### config.mk
export PLATFORM = sky130hd
export DESIGN_NAME = dark_debug_uart_tx_flat
export DESIGN_NICKNAME = d
export VERILOG_FILES = /design/src/rtl/dark_debug_uart_tx_if.sv /design/src/rtl/dark_debug_uart_tx.sv /design/src/flat_wrapper.sv
export SDC_FILE = /design/constraint.sdc
export NUM_CORES = 1
export LEC_CHECK = 0
export ABC_AREA = 1
export BUFFER_PORTS_ARGS = -buffer_cell sky130_fd_sc_hd__clkbuf_2
export CAP_MARGIN = 20
export CORE_ASPECT_RATIO = 1.5
export CORE_MARGIN = 3
export CORE_UTILIZATION = 57
export CTS_CLUSTER_SIZE = 8
export DETAILED_ROUTE_END_ITERATION = 12
export PLACE_DENSITY = 0.8
export SKIP_LAST_GASP = 1
export SLEW_MARGIN = 20
export SYNTH_ARGS = -nofsm -noshare
export SYNTH_HDL_FRONTEND = slang
export SYNTH_SLANG_ARGS = --single-unit
### constraint.sdc
create_clock -name XCLK -period 3.9 [get_ports XCLK]
set_input_delay 0.78 -clock XCLK [delete_from_list [all_inputs] [get_ports XCLK]]
set_output_delay 0.78 -clock XCLK [all_outputs]
set_load 0.05 [all_outputs]
### src/rtl/dark_debug_uart_tx_if.sv
// Debug-bus bundle between the datapath group (master) and the debug UART reader (slave).
// Carries the four debug words, the snapshot request and the UART status/pin.
interface dark_debug_uart_tx_if;
    logic [3:0][31:0] DEBUG;
    logic             TRIG;
    logic             BUSY;
    logic             TXD;

    modport master (
        output DEBUG,
        output TRIG,
        input  BUSY,
        input  TXD
    );

    modport slave (
        input  DEBUG,
        input  TRIG,
        output BUSY,
        output TXD
    );
endinterface

### src/rtl/dark_debug_uart_tx.sv
// Snapshots the 4x32 DEBUG bus on a trigger and sends it as "W0 W1 W2 W3\r\n" in ASCII hex over 8N1.
// Optional DARK_DBGTX_CHANGE_EN: auto-trigger in IDLE whenever DEBUG differs from the last line sent.
module dark_debug_uart_tx #(
    parameter int unsigned BAUD_DIV = 434
) (
    input  logic                XCLK,
    input  logic                XRES,
    dark_debug_uart_tx_if.slave dbg
);

    localparam logic [1:0]  ST_IDLE   = 2'd0;
    localparam logic [1:0]  ST_START  = 2'd1;
    localparam logic [1:0]  ST_DATA   = 2'd2;
    localparam logic [1:0]  ST_STOP   = 2'd3;
    localparam logic [15:0] BAUD_LAST = 16'(BAUD_DIV - 1);
    localparam logic [5:0]  LAST_CHAR = 6'd36;

    logic [1:0]       state_q, state_d;
    logic [15:0]      baud_cnt_q, baud_cnt_d;
    logic [2:0]       bit_cnt_q, bit_cnt_d;
    logic [5:0]       char_idx_q, char_idx_d;
    logic [3:0][31:0] snap_q, snap_d;
    logic             txd_q, txd_d;
    logic             busy_q, busy_d;

    logic             auto_trig;
    logic             trig_any;
    logic             baud_done;
    logic [1:0]       word_sel;
    logic [3:0]       nib_pos;
    logic [31:0]      word_val;
    logic [3:0]       nibble;
    logic [7:0]       cur_char;

    // The snapshot doubles as the "last transmitted" reference for change detection.
`ifdef DARK_DBGTX_CHANGE_EN
    assign auto_trig = (dbg.DEBUG != snap_q);
`else
    assign auto_trig = 1'b0;
`endif

    assign trig_any  = dbg.TRIG | auto_trig;
    assign baud_done = (baud_cnt_q == BAUD_LAST);

    // Each word occupies 9 character slots: 8 hex digits then a separator slot.
    always_comb begin
        word_sel = 2'd0;
        nib_pos  = char_idx_q[3:0];
        if (char_idx_q >= 6'd27) begin
            word_sel = 2'd3;
            nib_pos  = 4'(char_idx_q - 6'd27);
        end else if (char_idx_q >= 6'd18) begin
            word_sel = 2'd2;
            nib_pos  = 4'(char_idx_q - 6'd18);
        end else if (char_idx_q >= 6'd9) begin
            word_sel = 2'd1;
            nib_pos  = 4'(char_idx_q - 6'd9);
        end
        word_val = snap_q[word_sel];
        nibble   = 4'(word_val >> {3'd7 - nib_pos[2:0], 2'b00});

        if (char_idx_q == LAST_CHAR) begin
            cur_char = 8'h0A;
        end else if (char_idx_q == 6'd35) begin
            cur_char = 8'h0D;
        end else if (nib_pos == 4'd8) begin
            cur_char = 8'h20;
        end else if (nibble < 4'd10) begin
            cur_char = 8'h30 + {4'h0, nibble};
        end else begin
            cur_char = 8'h37 + {4'h0, nibble};
        end
    end

    always_comb begin
        state_d    = state_q;
        baud_cnt_d = baud_done ? 16'd0 : baud_cnt_q + 16'd1;
        bit_cnt_d  = bit_cnt_q;
        char_idx_d = char_idx_q;
        snap_d     = snap_q;
        busy_d     = busy_q;

        case (state_q)
            ST_IDLE: begin
                baud_cnt_d = 16'd0;
                if (trig_any) begin
                    state_d    = ST_START;
                    snap_d     = dbg.DEBUG;
                    busy_d     = 1'b1;
                    char_idx_d = 6'd0;
                end
            end
            ST_START: begin
                if (baud_done) begin
                    state_d   = ST_DATA;
                    bit_cnt_d = 3'd0;
                end
            end
            ST_DATA: begin
                if (baud_done) begin
                    if (bit_cnt_q == 3'd7) begin
                        state_d = ST_STOP;
                    end else begin
                        bit_cnt_d = bit_cnt_q + 3'd1;
                    end
                end
            end
            ST_STOP: begin
                if (baud_done) begin
                    if (char_idx_q == LAST_CHAR) begin
                        state_d    = ST_IDLE;
                        busy_d     = 1'b0;
                        char_idx_d = 6'd0;
                    end else begin
                        state_d    = ST_START;
                        char_idx_d = char_idx_q + 6'd1;
                    end
                end
            end
            default: begin
                state_d    = ST_IDLE;
                baud_cnt_d = 16'd0;
                busy_d     = 1'b0;
            end
        endcase
    end

    // TXD is registered from the current state, so the pin trails the FSM by exactly one cycle.
    always_comb begin
        case (state_q)
            ST_START: txd_d = 1'b0;
            ST_DATA:  txd_d = cur_char[bit_cnt_q];
            default:  txd_d = 1'b1;
        endcase
    end

    always_ff @(posedge XCLK or negedge XRES) begin
        if (!XRES) begin
            state_q    <= ST_IDLE;
            baud_cnt_q <= 16'd0;
            bit_cnt_q  <= 3'd0;
            char_idx_q <= 6'd0;
            snap_q     <= '0;
            txd_q      <= 1'b1;
            busy_q     <= 1'b0;
        end else begin
            state_q    <= state_d;
            baud_cnt_q <= baud_cnt_d;
            bit_cnt_q  <= bit_cnt_d;
            char_idx_q <= char_idx_d;
            snap_q     <= snap_d;
            txd_q      <= txd_d;
            busy_q     <= busy_d;
        end
    end

    assign dbg.BUSY = busy_q;
    assign dbg.TXD  = txd_q;

endmodule
### src/flat_wrapper.sv
// flat-port wrapper written by rule: the top's interface ports become plain ports
module dark_debug_uart_tx_flat 
#(
    parameter int unsigned BAUD_DIV = 434
)
  (XCLK, XRES, dbg_DEBUG, dbg_TRIG, dbg_BUSY, dbg_TXD);
  dark_debug_uart_tx_if dbg_i ();
  input  logic XCLK;
  input  logic XRES;
  input wire logic [$bits(dbg_i.DEBUG)-1:0] dbg_DEBUG;
  input wire logic [$bits(dbg_i.TRIG)-1:0] dbg_TRIG;
  output wire logic [$bits(dbg_i.BUSY)-1:0] dbg_BUSY;
  output wire logic [$bits(dbg_i.TXD)-1:0] dbg_TXD;
  assign dbg_i.DEBUG = dbg_DEBUG;
  assign dbg_i.TRIG = dbg_TRIG;
  assign dbg_BUSY = dbg_i.BUSY;
  assign dbg_TXD = dbg_i.TXD;
  dark_debug_uart_tx #(.BAUD_DIV(BAUD_DIV)) u_core (.XCLK(XCLK), .XRES(XRES), .dbg(dbg_i));
endmodule
## Word-level counts from Yosys, hierarchy flattened

Cells that the tools add are included.

| word-level totals | value |
|---|---|
| register bits | 157 |
| input port bits | 131 |
| output and inout port bits | 2 |
| word-level logic and storage cells | 85 |

| operators by class | value |
|---|---|
| add/sub/neg operators | 9 |
| order comparisons | 6 |
| eq/ne operators | 15 |
| shift operators | 1 |
| mux-type cells | 36 |
| reductions and logical operators | 8 |

Operators by type and width:

| cell | number |
|---|---|
| $bmux W32 S2 | 1 |
| $mux W16 | 2 |
| $mux W32 | 1 |
| $mux W8 | 4 |
| $shr A32 B5 Y4 | 1 |
| $mux W6 | 3 |
| $add A16 B1 Y16 const B | 1 |
| $eq A16 B9 Y1 const B | 1 |
| $add A6 B4 Y7 const A | 2 |
| $mux W2 | 7 |
| $eq A6 B6 Y1 const B | 2 |
| $ge A6 B5 Y1 const B | 2 |
| $mux W4 | 3 |
| $pmux W6 S2 | 1 |
| $ne A2 B1 Y1 const B | 5 |
| $mux W3 | 3 |
| $pmux W2 S4 | 1 |
| $reduce_and A4 Y1 | 2 |
| $sub A4 B4 Y4 const B | 2 |
| $add A6 B1 Y6 const B | 1 |
| $ge A6 B4 Y1 const B | 1 |
| $mux W1 | 6 |
| $pmux W3 S2 | 1 |
| $reduce_and A5 Y1 | 1 |
| 17 further kinds | 21 |

## Longest topological paths before layout

| depth | value |
|---|---|
| depth after elaboration | 15 |
| mapped depth | 27 |
| gate-level depth less buffers | 25 |

## Worst setup path before layout

Ideal clock, no wire load.

| path | value |
|---|---|
| kind | reg2reg |
| start point | reg u_core.char_idx_q[0] |
| end point | reg u_core.txd_q (netlist: u_core.dbg.TXD) |
| library setup time | 0.061 ns |
| arrival time | 3.029 ns |
| data required time | 3.839 ns |
| path slack | 0.810 ns |
| stages on the path, launching flop included | 27 |
| buffers on the path | 3 |
| period minus slack after synthesis | 3.090 ns |
| cell sequence | dfrtp_1 > inv_1 > clkbuf_1 > ha_1 > nand3_2 > nand2_1 > nand2_2 > nand3_4 > nand2_2 > buf_6 > buf_6 > inv_1 > nor2_1 > o211ai_1 > nand3_1 > nand3_1 > nand2_1 > ha_1 > inv_1 > nor2_2 > nor3_1 > nor2_1 > nand2_1 > nand2_1 > nand2_1 > nand2_1 > nand2_1 |

| between the ends | value |
|---|---|
| word-level cells in the longest chain between the ends | 15 |
| elaborated cells between the ends (all ways) | 29 |
| classes of those cells | add/sub (6); order compare (4); eq/ne (3); shift (1); mux (15) |

RTL lines:

| what | RTL line | RTL |
|---|---|---|
| from (decl) | dark_debug_uart_tx.sv:21 | `logic [5:0] char_idx_q, char_idx_d;` |
| from (signal assigned) | dark_debug_uart_tx.sv:150 | `char_idx_q <= char_idx_d;` |
| parallel branches: the longest is 11 deep, another holds $add A6 B4 Y7 | -- |  |
| $mux W8 (*) | dark_debug_uart_tx.sv:62 | `if (char_idx_q == LAST_CHAR) begin` |
| $bmux W1 S3 (*) | dark_debug_uart_tx.sv:132 | `ST_DATA: txd_d = cur_char[bit_cnt_q];` |
| $mux W1 (implied by the code) (*) | dark_debug_uart_tx.sv:132 |  |
| $pmux W1 S2 (*) | dark_debug_uart_tx.sv:130 | `case (state_q)` |
| named net u_core.txd_d | dark_debug_uart_tx.sv:23 | `logic txd_q, txd_d;` |
| to (signal assigned) | dark_debug_uart_tx.sv:152 | `txd_q <= txd_d;` |
| to (decl) | dark_debug_uart_tx.sv:23 |  |

Mark *: on every way through the listed nets, which the timed path passes. The select of a mux whose other input is x is not followed.
A chain may end at the register's enable or synchronous reset.

## Final worst setup path

Ends and elaborated chain as after synthesis.

==> key figures <==
Critical path
  – Critical path arrival: ~3.7 ns
  – CP Max Fanout: 19
  – R2R depth: 23
  – Worst reg2reg startpoint: u_core.char_idx_q[0]
  – Crit. End Element: flip-flop
  – Worst Path Required: roughly 4.3 ns
  – Worst R2R Setup Slack: between 0.5 and 0.6 ns
  – CP startpoint kind: flip-flop
  – Crit Reg-Reg Endpoint: u_core.dbg.TXD
  – Crit path kind: flip-flop to flip-flop

Synth
  – Seq/Total Area, Yosys: between 40% and 50%
  – #FFs+latches synth: about 160
  – Syn_nets: 1078
  – Cell count after synthesis: around 930
  – Synth cell types: 39
  – Avg Cell Area, Syn: ~8.9 sq um
  – Synthesized area: between 0.008 and 0.009 sq mm
  – Yosys warnings: 0

Route
  – Final ANT Viol Nets: 0
  – Drt initial violations: between 500 and 600
  – Via count: approximately 7000
  – # DRC: 0
  – Final wirelength: ~22 mm
  – Vias per cell: 5.56
  – DR pass1 iterations: 6
  – Wire per inst: between 15 and 20 microns

Place
  – Inst Count DP: ~1200
  – RD Place Congestion: approximately 0.95
  – HPWL after detailed placement: roughly 16 mm
  – I/O Buffers: 132

Cells and area
  – Ant diodes: 0
  – Layout cells sized above 1: 26.7%
  – Area grow syn2layout: 17.5%
  – Final #Nets: roughly 1200
  – Non-Filler Instances: approximately 1300
  – Fill cells: 1159

Global routing
  – Number of global-route vias before repair: 6911
  – Pin count of the biggest net entering global routing: between 70 and 80
  – GRT Total Usage: 27.7%
  – GRT Residual Overflow: 0
  – First-pass GRT wire length: approximately 35 mm
  – Number of antenna violations at the first check in global routing: 0

STA
  – RSZ-0062 raised after global routing: false
  – # setup viols final: 0
  – Slew @ Worst Pin: about 0.75 ns
  – Fin. Hold Viols: 0
  – Setup TNS Final: 0 ns
  – Setup Skew: roughly 0.0072 ns
  – Hold_ws: 0.309 ns
  – Final max-slew violation count: 0
  – Tmin final: around 3.3 ns
  – Fmax: ~300 MHz
  – Final Cycle Share: 85.7%
  – Slew margin rel.: between 40% and 50%

Clock network
  – Worst-path clk slew: 0.06 ns
  – CTS Buf Count: 17
  – Post-CTS Setup Inserts: 0
  – Clk root buf: clkbuf_16
  – CTS tree: yes
  – H-tree levels: 4
  – Clock insertion delay at the later pin of the skew report: 0.42 ns
  – PostCTS Resize Cnt: 0
  – CTS Sinks: 157
  – Maximum root-to-sink buffer count: 2
  – Cts hold-fix bufs: 0

Hold path
  – Worst Hold Class: input pin to async pin

Run
  – MaxCap Viol Count: 0

Outcome
  – Outcome: completed

Power and ir drop
  – Pwr per Cell Area: between 300 and 400 mW/mm^2
  – Peak VDD IR: roughly 0.29 mV
  – Pwr Total: around 3.4 mW
  – Leakage power: roughly 5.2 nW

Die
  – Die X: about 100 microns
  – Num ports: 133
  – Chip height: ~150 microns
  – Die Area: approximately 0.016 sq mm
  – CORE AREA: about 0.014 sq mm
  – Placement row count: 53
  – Starting Density: between 50% and 60%
[synthesized netlist by cell type]
cell	count	share of area, %
xnor2_1	1	0.11
inv_2	3	0.14
nor3b_1	4	0.36
clkbuf_1	19	0.86
o211ai_1	5	0.46
o22ai_1	2	0.15
a21oi_4	1	0.20
nand3_2	2	0.24
o21ai_1	4	0.24
nand2_4	2	0.27
or2_2	2	0.15
nand3b_1	4	0.36
nor2_1	84	3.8
nor2_2	2	0.15
buf_6	5	0.68
o221ai_1	15	1.6
xor2_1	4	0.42
buf_4	5	0.46
nor4_1	2	0.15
a21oi_1	68	4.1
nand2_2	7	0.53
nand3_1	95	5.8
inv_1	119	5.4
dfrtp_1	156	47
nand2_1	125	5.7
dfstp_2	1	0.32
buf_1	5	0.23
nand4_1	6	0.46
a21oi_2	2	0.21
mux2_2	80	11
nand3_4	1	0.21
ha_1	18	2.7
a221oi_1	1	0.11
o21bai_1	7	0.64
o21ai_0	47	2.9
o31ai_1	1	0.091
nor3_1	12	0.73
buf_2	10	0.61
o21ai_2	2	0.21
[critical path, cell delays in order (launching register included)]
cell and delay [ns]:
dfrtp_1 0.39, buf_4 0.20, ha_1 0.26, inv_1 0.08
nand2_2 0.07, a21oi_4 0.17, buf_4 0.25, inv_2 0.18
a21oi_2 0.19, nand2_1 0.08, o21ai_2 0.20, nand3_1 0.13
nand3_1 0.11, nand2_1 0.12, ha_1 0.22, inv_1 0.08
nor2_2 0.05, nor3_1 0.17, nor2_1 0.06, nand2_1 0.06
nand2_1 0.05, nand2_1 0.05, nand2_1 0.04, nand2_1 0.06
[kinds of logic (layout without fill, tap and decap cells)]
| kind of cell | Yosys count | after routing | share of synthesized area (%) |
|---|---|---|---|
| and+or+nand+nor | 348 | 348 | 18.9 |
| xor gates and xnor gates | 5 | 5 | 0.531 |
| adders and majority gates | 18 | 18 | 2.73 |
| buffers and inverters | 166 | 302 | 8.39 |
| DFF | 157 | 157 | 47.6 |
| muxes | 80 | 80 | 10.9 |
| AOI/OAI and AO/OA | 155 | 155 | 10.9 |
[cell usage in the layout (no fill, tap or decap), types with 2 or more instances in the layout]
| cell type | count |
|---|---|
| a21oi_1 | 68 |
| a21oi_2 | 2 |
| buf_12 | 2 |
| buf_4 | 14 |
| bufinv_16 | 3 |
| clkbuf_1 | 2 |
| clkbuf_16 | 17 |
| clkbuf_2 | 131 |
| clkbuf_8 | 2 |
| clkinv_4 | 5 |
| dfrtp_1 | 156 |
| ha_1 | 18 |
| inv_1 | 119 |
| inv_2 | 3 |
| inv_6 | 2 |
| mux2_2 | 80 |
| nand2_1 | 124 |
| nand2_2 | 7 |
| nand2_4 | 3 |
| nand3_1 | 95 |
| nand3_2 | 2 |
| nand3b_1 | 4 |
| nand4_1 | 6 |
| nor2_1 | 84 |
| nor2_2 | 2 |
| nor3_1 | 12 |
| nor3b_1 | 4 |
| nor4_1 | 2 |
| o211ai_1 | 5 |
| o21ai_0 | 47 |
| o21ai_1 | 4 |
| o21ai_2 | 2 |
| o21bai_1 | 7 |
| o221ai_1 | 15 |
| o22ai_1 | 2 |
| or2_2 | 2 |
| xor2_1 | 4 |
[state kept, by name (all words and copies together), names as in the netlist]
| register | flops |
|---|---|
| u_core.baud_cnt_q | 16 |
| u_core.bit_cnt_q | 3 |
| u_core.char_idx_q | 6 |
| u_core.dbg.BUSY | 1 |
| u_core.dbg.TXD | 1 |
| u_core.snap_q | 128 |
| u_core.state_q | 2 |
[stage by stage]
step                utilization, %  instance area [sq um]  setup slack (ns)
floorplan                        -                   8250             0.810
global placement              64.2                   9070             0.681
detailed placement            64.2                   9070             0.618
CTS                           68.6                   9690             0.602
global route                  68.6                   9690             0.271
finish                        68.6                   9690             0.557
[report_power, final]
group / switching [mW] / internal (mW)
registers: 0 / 1.63
logic: 0.0521 / 0.0496
clock network: 0.670 / 1.05
total: 0.722 / 2.73
[cell type report]
cell class | count | area [sq um] | share of cell area, %
Multi-Input combinational cell | 606 | 3630 | 37.5
Inverter | 122 | 458 | 4.73
Tap cell | 192 | 240 | 2.48
Clock inverter | 11 | 156 | 1.61
Clock buffer | 21 | 460 | 4.75
Sequential cell | 157 | 3930 | 40.6
Timing Repair Buffer | 148 | 812 | 8.38
[worst max-delay path by stage]
stage	start	endpoint	slack, ns	depth (start not counted)
floorplan	u_core.char_idx_q[0]	u_core.dbg.TXD	0.81	26
finish	u_core.char_idx_q[0]	u_core.dbg.TXD	0.56	23
global placement	u_core.char_idx_q[0]	u_core.dbg.TXD	0.68	23
CTS	u_core.char_idx_q[0]	u_core.dbg.TXD	0.60	23
global route	u_core.char_idx_q[0]	u_core.dbg.TXD	0.27	23
detailed placement	u_core.char_idx_q[0]	u_core.dbg.TXD	0.62	23
[per-layer routing]
| metal | up-vias | global-route usage [%] | share of wire [%] |
|---|---|---|---|
| met5 | - | 0 | 0 |
| met2 | 274 | 49.1 | 53 |
| li1 | 3320 | - | - |
| met1 | 3327 | 31.6 | 37 |
| met4 | 0 | 15.8 | 5.3 |
| met3 | 70 | 4.31 | 4.6 |
(Power assumes the default switching activity.)
